File: src/rtl/mcb_arb_pkg.sv
// Shared types and helpers for the MCB user-port arbiter: FSM states,
// fixed maximum requester count and the round-robin pick function.
package mcb_arb_pkg;

  localparam int MAX_REQ = 4;
  localparam int PTR_W   = 2;

  typedef enum logic [1:0] {
    IDLE,
    ISSUE,
    XFER,
    DONE
  } arbState_e;

  // Walks offsets from the highest down so the lowest offset from ptr wins last.
  function automatic logic [MAX_REQ-1:0] rrPick(input logic [MAX_REQ-1:0] req,
                                                input logic [PTR_W-1:0]   ptr,
                                                input int                 numReq);
    logic [MAX_REQ-1:0] pick;
    int idx;
    pick = '0;
    for (int k = MAX_REQ - 1; k >= 0; k--) begin
      if (k < numReq) begin
        idx = (int'(ptr) + k) % numReq;
        if (req[idx]) begin
          pick      = '0;
          pick[idx] = 1'b1;
        end
      end
    end
    return pick;
  endfunction

endpackage

File: src/rtl/rr_pick.sv
// Combinational round-robin selector: first set request at or after the
// pointer (wrapping), returned one-hot together with a valid flag.
module rr_pick
  import mcb_arb_pkg::*;
#(
  parameter int NUM_REQ = 2
) (
  input  logic [NUM_REQ-1:0] req_i,
  input  logic [PTR_W-1:0]   ptr_i,
  output logic [NUM_REQ-1:0] gnt_o,
  output logic               valid_o
);

  logic [MAX_REQ-1:0] reqPad;
  logic [MAX_REQ-1:0] pick;

  always_comb begin
    reqPad                = '0;
    reqPad[NUM_REQ-1:0]   = req_i;
  end

  assign pick    = rrPick(reqPad, ptr_i, NUM_REQ);
  assign gnt_o   = pick[NUM_REQ-1:0];
  assign valid_o = |pick;

endmodule

File: src/rtl/mcb_port_arbiter.sv
// Round-robin sharing of the ddruser user port between NUM_REQ requesters,
// one grant per burst. Optional watchdog enabled by defining ARB_TIMEOUT_EN.
module mcb_port_arbiter
  import mcb_arb_pkg::*;
#(
  parameter int NUM_REQ = 2,
  parameter int ADDR_W  = 30,
  parameter int LEN_W   = 7,
  parameter int DATA_W  = 32,
  parameter int TIMEOUT = 4096
) (
  input  logic                      clk,
  input  logic                      rst_n,
  input  logic                      calib_done_i,
  input  logic [NUM_REQ-1:0]        m_req_i,
  input  logic [NUM_REQ-1:0]        m_we_i,
  input  logic [NUM_REQ*ADDR_W-1:0] m_addr_i,
  input  logic [NUM_REQ*LEN_W-1:0]  m_len_i,
  input  logic [NUM_REQ*DATA_W-1:0] m_wdata_i,
  input  logic [NUM_REQ-1:0]        m_wr_en_i,
  input  logic [NUM_REQ-1:0]        m_rd_en_i,
  output logic [NUM_REQ-1:0]        m_gnt_o,
  output logic [NUM_REQ-1:0]        m_wr_rdy_o,
  output logic [NUM_REQ-1:0]        m_rd_rdy_o,
  output logic [DATA_W-1:0]         m_rdata_o,
  output logic [NUM_REQ-1:0]        m_done_o,
  output logic                      u_wr_cmd_en_o,
  output logic [ADDR_W-1:0]         u_wr_addr_o,
  output logic [LEN_W-1:0]          u_wr_len_o,
  output logic                      u_wr_en_o,
  output logic [DATA_W-1:0]         u_wr_data_o,
  input  logic                      u_wr_rdy_i,
  input  logic                      u_wr_cmd_done_i,
  output logic                      u_rd_cmd_en_o,
  output logic [ADDR_W-1:0]         u_rd_addr_o,
  output logic [LEN_W-1:0]          u_rd_len_o,
  output logic                      u_rd_en_o,
  input  logic [DATA_W-1:0]         u_rd_data_i,
  input  logic                      u_rd_rdy_i,
  input  logic                      u_rd_cmd_done_i,
  output logic                      arb_err_o
);

  arbState_e            state_q, state_d;
  logic [NUM_REQ-1:0]   owner_q, owner_d;
  logic [PTR_W-1:0]     ptr_q, ptr_d;
  logic                 we_q, we_d;
  logic [ADDR_W-1:0]    addr_q, addr_d;
  logic [LEN_W-1:0]     len_q, len_d;
  logic                 cmdEn_q, cmdEn_d;

  logic [NUM_REQ-1:0]   pickGnt;
  logic                 pickValid;
  logic [ADDR_W-1:0]    pickAddr;
  logic [LEN_W-1:0]     pickLen;
  logic                 pickWe;
  logic [DATA_W-1:0]    ownerWdata;
  logic [PTR_W-1:0]     nextPtr;
  logic                 doneMatch;
  logic                 timeoutHit;
  logic                 inXfer;

  rr_pick #(
    .NUM_REQ(NUM_REQ)
  ) uPick (
    .req_i  (m_req_i),
    .ptr_i  (ptr_q),
    .gnt_o  (pickGnt),
    .valid_o(pickValid)
  );

  // One-hot selects avoid variable indexing into the packed requester buses.
  always_comb begin
    pickAddr   = '0;
    pickLen    = '0;
    pickWe     = 1'b0;
    ownerWdata = '0;
    nextPtr    = '0;
    for (int i = 0; i < NUM_REQ; i++) begin
      if (pickGnt[i]) begin
        pickAddr = m_addr_i[i*ADDR_W +: ADDR_W];
        pickLen  = m_len_i[i*LEN_W +: LEN_W];
        pickWe   = m_we_i[i];
      end
      if (owner_q[i]) begin
        ownerWdata = m_wdata_i[i*DATA_W +: DATA_W];
        nextPtr    = (i == NUM_REQ - 1) ? '0 : PTR_W'(i + 1);
      end
    end
  end

  assign inXfer    = (state_q == XFER);
  assign doneMatch = we_q ? u_wr_cmd_done_i : u_rd_cmd_done_i;

  always_comb begin
    state_d = state_q;
    owner_d = owner_q;
    ptr_d   = ptr_q;
    we_d    = we_q;
    addr_d  = addr_q;
    len_d   = len_q;
    cmdEn_d = 1'b0;
    case (state_q)
      IDLE: begin
        if (calib_done_i && pickValid) begin
          owner_d      = pickGnt;
          we_d         = pickWe;
          addr_d       = pickAddr;
          addr_d[1:0]  = 2'b00;
          len_d        = pickLen;
          state_d      = ISSUE;
        end
      end
      ISSUE: begin
        cmdEn_d = 1'b1;
        state_d = XFER;
      end
      XFER: begin
        if (doneMatch || timeoutHit) begin
          state_d = DONE;
        end
      end
      DONE: begin
        ptr_d   = nextPtr;
        state_d = IDLE;
      end
      default: state_d = IDLE;
    endcase
  end

  always_ff @(posedge clk or negedge rst_n) begin
    if (!rst_n) begin
      state_q <= IDLE;
      owner_q <= '0;
      ptr_q   <= '0;
      we_q    <= 1'b0;
      addr_q  <= '0;
      len_q   <= '0;
      cmdEn_q <= 1'b0;
    end else begin
      state_q <= state_d;
      owner_q <= owner_d;
      ptr_q   <= ptr_d;
      we_q    <= we_d;
      addr_q  <= addr_d;
      len_q   <= len_d;
      cmdEn_q <= cmdEn_d;
    end
  end

`ifdef ARB_TIMEOUT_EN
  localparam int TMR_W = $clog2(TIMEOUT + 1);

  logic [TMR_W-1:0] timer_q;
  logic             err_q;

  // Counts from ISSUE onward so the limit is measured from the command pulse.
  always_ff @(posedge clk or negedge rst_n) begin
    if (!rst_n) begin
      timer_q <= '0;
      err_q   <= 1'b0;
    end else begin
      if (state_q == ISSUE || state_q == XFER) begin
        timer_q <= timer_q + TMR_W'(1);
      end else begin
        timer_q <= '0;
      end
      if (timeoutHit) begin
        err_q <= 1'b1;
      end
    end
  end

  assign timeoutHit = inXfer && !doneMatch && (timer_q >= TMR_W'(TIMEOUT));
  assign arb_err_o  = err_q;
`else
  assign timeoutHit = 1'b0;
  assign arb_err_o  = 1'b0;
`endif

  assign m_gnt_o    = (state_q == ISSUE || inXfer) ? owner_q : '0;
  assign m_wr_rdy_o = (inXfer && u_wr_rdy_i) ? owner_q : '0;
  assign m_rd_rdy_o = (inXfer && u_rd_rdy_i) ? owner_q : '0;
  assign m_done_o   = (state_q == DONE) ? owner_q : '0;
  assign m_rdata_o  = u_rd_data_i;

  assign u_wr_cmd_en_o = cmdEn_q & we_q;
  assign u_rd_cmd_en_o = cmdEn_q & ~we_q;
  assign u_wr_addr_o   = addr_q;
  assign u_rd_addr_o   = addr_q;
  assign u_wr_len_o    = len_q;
  assign u_rd_len_o    = len_q;
  assign u_wr_en_o     = inXfer & |(m_wr_en_i & owner_q);
  assign u_rd_en_o     = inXfer & |(m_rd_en_i & owner_q);
  assign u_wr_data_o   = inXfer ? ownerWdata : '0;

endmodule

File: config.mk
export PLATFORM = sky130hd
export DESIGN_NAME = mcb_port_arbiter
export DESIGN_NICKNAME = d
export VERILOG_FILES = /design/src/rtl/mcb_arb_pkg.sv /design/src/rtl/rr_pick.sv /design/src/rtl/mcb_port_arbiter.sv
export SDC_FILE = /design/constraint.sdc
export NUM_CORES = 1
export LEC_CHECK = 0
export CAP_MARGIN = 10
export CELL_PAD_IN_SITES_DETAIL_PLACEMENT = 0
export CELL_PAD_IN_SITES_GLOBAL_PLACEMENT = 2
export CORE_UTILIZATION = 14
export CTS_BUF_LIST = sky130_fd_sc_hd__clkbuf_8
export DETAILED_ROUTE_END_ITERATION = 8
export GPL_TIMING_DRIVEN = 0
export PLACE_DENSITY = 0.92
export SKIP_CTS_REPAIR_TIMING = 1
export SLEW_MARGIN = 20
export SYNTH_ARGS = -nofsm -noshare
export SYNTH_HDL_FRONTEND = slang
export SYNTH_SLANG_ARGS = --single-unit
File: constraint.sdc
create_clock -name clk -period 1.7 [get_ports clk]
set_input_delay 0.255 -clock clk [delete_from_list [all_inputs] [get_ports clk]]
set_output_delay 0.255 -clock clk [all_outputs]
set_load 0.05 [all_outputs]
==> metrics, run 1 <==
outcome finished, violations left; violated checks DRC, setup timing; Final ANT Viol Nets 0; Final Max Slew Viols 0; EDFF count, synth 0; Hold Path Class in2async; DIE WIDTH roughly 150 um; Initial Utilization 14.4%; Global Route Usage Sum 12.1%; Clock Skew 0.00211 ns; placed wire-length estimate 11.7 mm; number of H-tree levels 2; Placer Congestion 0.752; Max Fclk 527 MHz; drt drc 17; initial antenna violation count 0; Max-slew headroom 61.6%; RSZ-0062 raised after global routing yes; Synth top cells by count buf_4 (76), dfrtp_1 (42), nand2_1 (38), nand3_1 (37), nor2_1 (37); Cell variety after synth 24; vias in the first global route 3821; Nets 905; Inst Count DP 971; CTS Buf Count 5; total number of vias 3929; Mapped Cells ~390; Ys Warns 0; maximum root-to-sink buffer count 2; clock slew at reported path FFs roughly 0.090 ns; crit path launch type flip-flop; worst-path maximum fanout 6; Vias/cell 3.95; CP Capture Type output port; drt pass-1 iters 6; Max VDD drop 663 uV; Worst-Margin Slew between 0.5 and 0.6 ns; area share of the largest cell type after synthesis 33.1%; Tcrit/Tclk final 112%; Synth Flop Type dfrtp_1; Final Setup Violations 38; clk_lat worst skew 0.30 ns; TritonCTS clock tree yes; Overflow after GRT 0; layout cell share with drive strength beyond 1 34.7%; top cells by area, synth dfrtp_1 (33%), buf_4 (18%), a22oi_1 (8.0%), a31oi_1 (7.1%), nor2b_1 (6.9%); Placed Area 6600 um2; sequential area share after synthesis about a third; Routed WL 15.3 mm; Syn Area/Cell 8.11 um2; largest net degree at the start of global routing 24; Post-synth ARST share 100%; max_cap viols 0; initial drt markers 167; min Tclk post-route 1.90 ns; area of the core 22000 um2; Final Hold Viols 0; Rows 54; Final Util around 34%; Vert. Die Dim ~150 um; die area 23300 um2; P_leak 3.61 nW; IO Count 336; cell area power density 1870 nW/um2; post-route insts no fill 995; Cell Area, Synth 3180 um2; post-synth top area cell dfrtp_1; CP Class reg2out; first-pass GRT wire length 22.2 mm; Sinks on Clock Net 42; area grow syn2layout 138%; setup ws final -0.196 ns; drt wl/cell 15.3 um; #FFs+latches synth 42; ANT cells 0; Worst Path Arrival 1.64 ns; CTS Root Cell clkbuf_8; Final Instance Area 7550 um2; Port Buffer Count 294; WP data required between 1 and 1.5 ns; most common cell in the synthesized netlist buf_4
[path summary, 6_finish.rpt]
check	to	from	depth (start not counted)	slack [ns]
hold reg to reg	u_rd_addr_o[10]	u_rd_addr_o[10]	2	0.57
setup / recovery	m_wr_rdy_o[0]	state_q[0]	6	-0.20
hold / removal	u_rd_len_o[5]	rst_n	2	0.46
min in group clk	u_rd_addr_o[27]	m_addr_i[27]	3	0.51
setup reg to reg	owner_q[1]	state_q[0]	7	0.15
max in group asynchronous	owner_q[1]	rst_n	3	0.70
[sequential cells by signal, summed over array words and instances, names as in the netlist]
signal / count
u_rd_addr_o: 28
u_rd_len_o: 7
owner_q: 2
state_q: 2
cmdEn_q: 1
ptr_q: 1
we_q: 1
[power breakdown]
| group | switching (mW) | total (mW) | internal [mW] | leakage, nW |
|---|---|---|---|---|
| logic | 6.64 | 11.3 | 4.66 | 3.07 |
| registers | 0.470 | 1.99 | 1.52 | 0.481 |
| clock network | 0.379 | 0.850 | 0.471 | 0.0573 |
[kinds of logic after synthesis]
logic type | Yosys count | share of synthesized area [%]
DFF | 42 | 33.1
and+or+nand+nor | 157 | 23.5
buffers and inverters | 106 | 22.8
other | 1 | 0.118
muxes | 5 | 1.69
AOI/OAI and AO/OA | 76 | 16.8
adders and majority gates | 5 | 1.97
[metal layers]
layer / routed length [um] / GRT usage (%) / vias to the layer above
met5: 0 / 0 / -
met4: 244 / 3.13 / 0
met3: 992 / 2.16 / 15
met2: 7680 / 20.5 / 164
met1: 6340 / 15.8 / 1839
li1: - / - / 1911
[through the flow]
stage                     power [mW]  setup WS (ns)  hold slack (ns)  TNS (ns)
after CTS                       12.9          -1.38          -0.0759    -55.90
after detailed placement        12.0          -1.03            0.261    -39.03
final                           14.1         -0.196            0.462     -5.22
after global routing            14.9         -0.307            0.496     -8.50
after global placement          12.0          -1.08            0.536    -79.53
after floorplan                 8.69         -0.192          -0.0406     -1.29
[final cells by class]
| type | instances | area (um2) |
|---|---|---|
| plain buffers | 103 | 813 |
| clock buffers | 6 | 82.6 |
| clock inverters | 1 | 30.0 |
| fillers | 2260 | 14500 |
| inverters | 3 | 11.3 |
| multi-input cells | 248 | 1820 |
| flip-flops and latches | 42 | 1050 |
| well taps | 280 | 350 |
| repair buffers | 312 | 3400 |
[critical path: stages, from the launching register on]
cell,delay [ns]
dfrtp_1,0.42
inv_2,0.13
ha_4,0.22
buf_12,0.12
clkbuf_16,0.13
and3_4,0.17
buf_8,0.14
[placed cells by master (no fill, tap or decap), types with 3 or more instances in the layout]
cell,count
buf_4,86
buf_8,12
clkbuf_4,3
and3_4,4
buf_12,4
a22oi_2,27
nor2b_4,23
a31oi_1,36
a22oi_1,7
and2_4,3
dlymetal6s2s_1,72
conb_1,5
dfrtp_1,40
nor2_1,37
and2_1,3
nor2b_2,11
buf_2,12
nand2_1,38
nand3_1,37
clkdlybuf4s50_1,179
clkbuf_8,6
buf_6,43
Power figures use the tool's default switching activity.
==> run 2, diff against run 1 <==
--- a/config.mk
+++ b/config.mk
@@ -8,11 +8,11 @@
 export CAP_MARGIN = 10
 export CELL_PAD_IN_SITES_DETAIL_PLACEMENT = 0
 export CELL_PAD_IN_SITES_GLOBAL_PLACEMENT = 2
-export CORE_UTILIZATION = 14
+export CORE_UTILIZATION = 15
 export CTS_BUF_LIST = sky130_fd_sc_hd__clkbuf_8
 export DETAILED_ROUTE_END_ITERATION = 8
 export GPL_TIMING_DRIVEN = 0
-export PLACE_DENSITY = 0.92
+export PLACE_DENSITY = 0.95
 export SKIP_CTS_REPAIR_TIMING = 1
 export SLEW_MARGIN = 20
 export SYNTH_ARGS = -nofsm -noshare
==> constraint.sdc (replaced) <==
create_clock -name clk -period 2.3 [get_ports clk]
set_input_delay 0.345 -clock clk [delete_from_list [all_inputs] [get_ports clk]]
set_output_delay 0.345 -clock clk [all_outputs]
set_load 0.05 [all_outputs]
==> run 2 against run 1 <==
Net effect:
- the flow now finishes without violations
- clock-buffer cell count is the same
- utilization shrank 2.6 points
- global-route usage rose by 0.18 points
- cell count is 2.5% lower
- first-iteration DRC count down 42%
- sequential share of layout area is 2.2 points higher
- worst setup slack improved by 0.32 ns
- flip-flop and latch count unchanged
- non-clock buffer count decreased by 16
- critical path depth down 1
- largest cell class unchanged
- largest power group unchanged
- highest routed layer unchanged
==> metrics, run 2 (synthesized netlist as in run 1, its figures left out) <==
outcome complete, no violations; Reg2Reg Depth 7 (unchanged); Final Instance Area 6500 um2 (-14%); die area 21800 um2 (-6.6%); largest net degree at the start of global routing 23 (-4.2%); layout cell share with drive strength beyond 1 21.1% (-14 points); CP max stage delay 0.44 ns (+0.02 ns); total power 9.15 mW (-35%); Place WS -0.537 ns (+0.495 ns); drt drc 0 (-17); Vias/cell 3.93 (-0.58%); first-pass GRT wire length 20.9 mm (-6.0%); post-route insts no fill 970 (-2.5%); placed wire-length estimate 11.6 mm (-1.0%); CP Class reg2out; max reg flops 28 (unchanged); Placer Congestion 0.736 (-2.1%); clock slew at reported path FFs 0.09 ns (about the same); maximum root-to-sink buffer count 2 (unchanged); CP Cell Sequence inv_2 > ha_2 > buf_4 > nor2b_1 > dlymetal6s2s_1; area of the core 20500 um2 (-7.0%); WP data required 1.96 ns (+0.52 ns); Rows 52 (-3.7%); DIE WIDTH 148 um (-3.3%); setup ws final 0.122 ns (+0.318 ns); CTS Root Cell clkbuf_8; Nets 889 (-1.8%); number of H-tree levels 2 (unchanged); Placed Area 6500 um2 (-1.6%); Worst-Margin Slew 0.575 ns (-0.000865 ns); Final Setup Violations 0 (-100%); min Tclk post-route 2.18 ns; Vert. Die Dim 148 um (-3.3%); commonest cells after routing, fill and taps aside clkdlybuf4s50_1 (251), buf_4 (78), dfrtp_1 (41), nand2_1 (38); Global Route Usage Sum 12.3% (+0.18 points); Sinks on Clock Net 42 (unchanged); Routed WL 14.4 mm (-5.8%); total number of vias 3808 (-3.1%); cell area power density 1410 nW/um2 (-25%); drt pass-1 iters 6 (unchanged); fill count 2212 (-2.1%); Final Util 31.7% (-2.6 points); Port Buffer Count 294 (unchanged); initial antenna violation count 0 (unchanged); CTS Buf Count 5 (unchanged); ANT cells 0 (unchanged); area grow syn2layout 104%; commonest non-fill, non-tap cell in the layout clkdlybuf4s50_1; RSZ-0062 raised after global routing no; Max-slew headroom 61.7% (+0.12 points); vias in the first global route 3793 (-0.73%); Final ANT Viol Nets 0 (unchanged); worst-path maximum fanout 10 (+4); Crit-path slowest cell dlymetal6s2s_1; Worst Path Arrival 1.83 ns (+0.19 ns); setup TNS 0 ns (+5.22 ns); Critical R2R Capture u_rd_addr_o[8]; Crit Reg-Reg Startpoint state_q[1]; Worst Hold Slack 0.0189 ns (-0.443 ns); flop-to-flop setup slack 0.64 ns (+0.49 ns); P_leak 2.91 nW (-19%); CP Capture Type output port; IO Count 336 (unchanged); Final Hold Viols 0 (unchanged); crit path launch type flip-flop; Clock Skew 0.0106 ns (+0.00850 ns); Max VDD drop 704 uV (+6.2%); initial drt markers 97 (-42%); Max Fclk 459 MHz; TritonCTS clock tree yes; drt wl/cell 14.8 um (-3.4%); max_cap viols 0 (unchanged); clk_lat worst skew 0.31 ns (about the same); Overflow after GRT 0 (unchanged); Inst Count DP 961 (-1.0%); Tcrit/Tclk final 94.7%; Initial Utilization 15.5% (+1.1 points); Final Max Slew Viols 0 (unchanged); Hold Path Class in2async
==> run 2: worst max path at each step <==
stage                           from         endpoint  slack, ns  cells past startpoint
after floorplan           state_q[0]  u_wr_data_o[21]       0.10                      5
after global placement    state_q[0]  u_wr_data_o[27]      -0.55                      6
after detailed placement  state_q[0]  u_wr_data_o[21]      -0.54                      6
after CTS                 state_q[0]  u_wr_data_o[21]      -0.89                      6
after global routing      state_q[0]        u_rd_en_o      0.005                      5
final                     state_q[0]        u_rd_en_o       0.12                      5
==> run 2: cell type report <==
type                            count  area [um2]  area share, %
Tap cell                          270         338           5.20
Multi-Input combinational cell    248        1420           21.8
Inverter                            3        11.3          0.173
Sequential cell                    42        1050           16.2
Buffer                            103         727           11.2
Clock buffer                        6        82.6           1.27
Timing Repair Buffer              296        2860           44.0
Clock inverter                      2        8.76          0.135
==> run 2: worst max-delay path: cells and delay by family (launching register included) <==
kind / cells / cell delay, ns
adders and majority gates: 1 / 0.22
and+or+nand+nor: 1 / 0.17
buffers and inverters: 3 / 0.72
DFF: 1 / 0.42
==> run 2: power breakdown <==
| group | leakage [nW] | total (mW) | switching (mW) | internal (mW) |
|---|---|---|---|---|
| Clock | 0.0524 | 0.527 | 0.288 | 0.239 |
| Sequential | 0.483 | 1.49 | 0.367 | 1.12 |
| Combinational | 2.37 | 7.13 | 4.52 | 2.61 |
| Total | 2.91 | 9.15 | 5.17 | 3.97 |
==> run 2: metal layers <==
metal | wire (um) | up-vias | GRT usage (%)
met5 | 0 | - | 0
met4 | 148 | 0 | 2.68
met3 | 1220 | 9 | 3.06
met2 | 7580 | 172 | 23.3
met1 | 5410 | 1750 | 13.7
li1 | - | 1877 | -
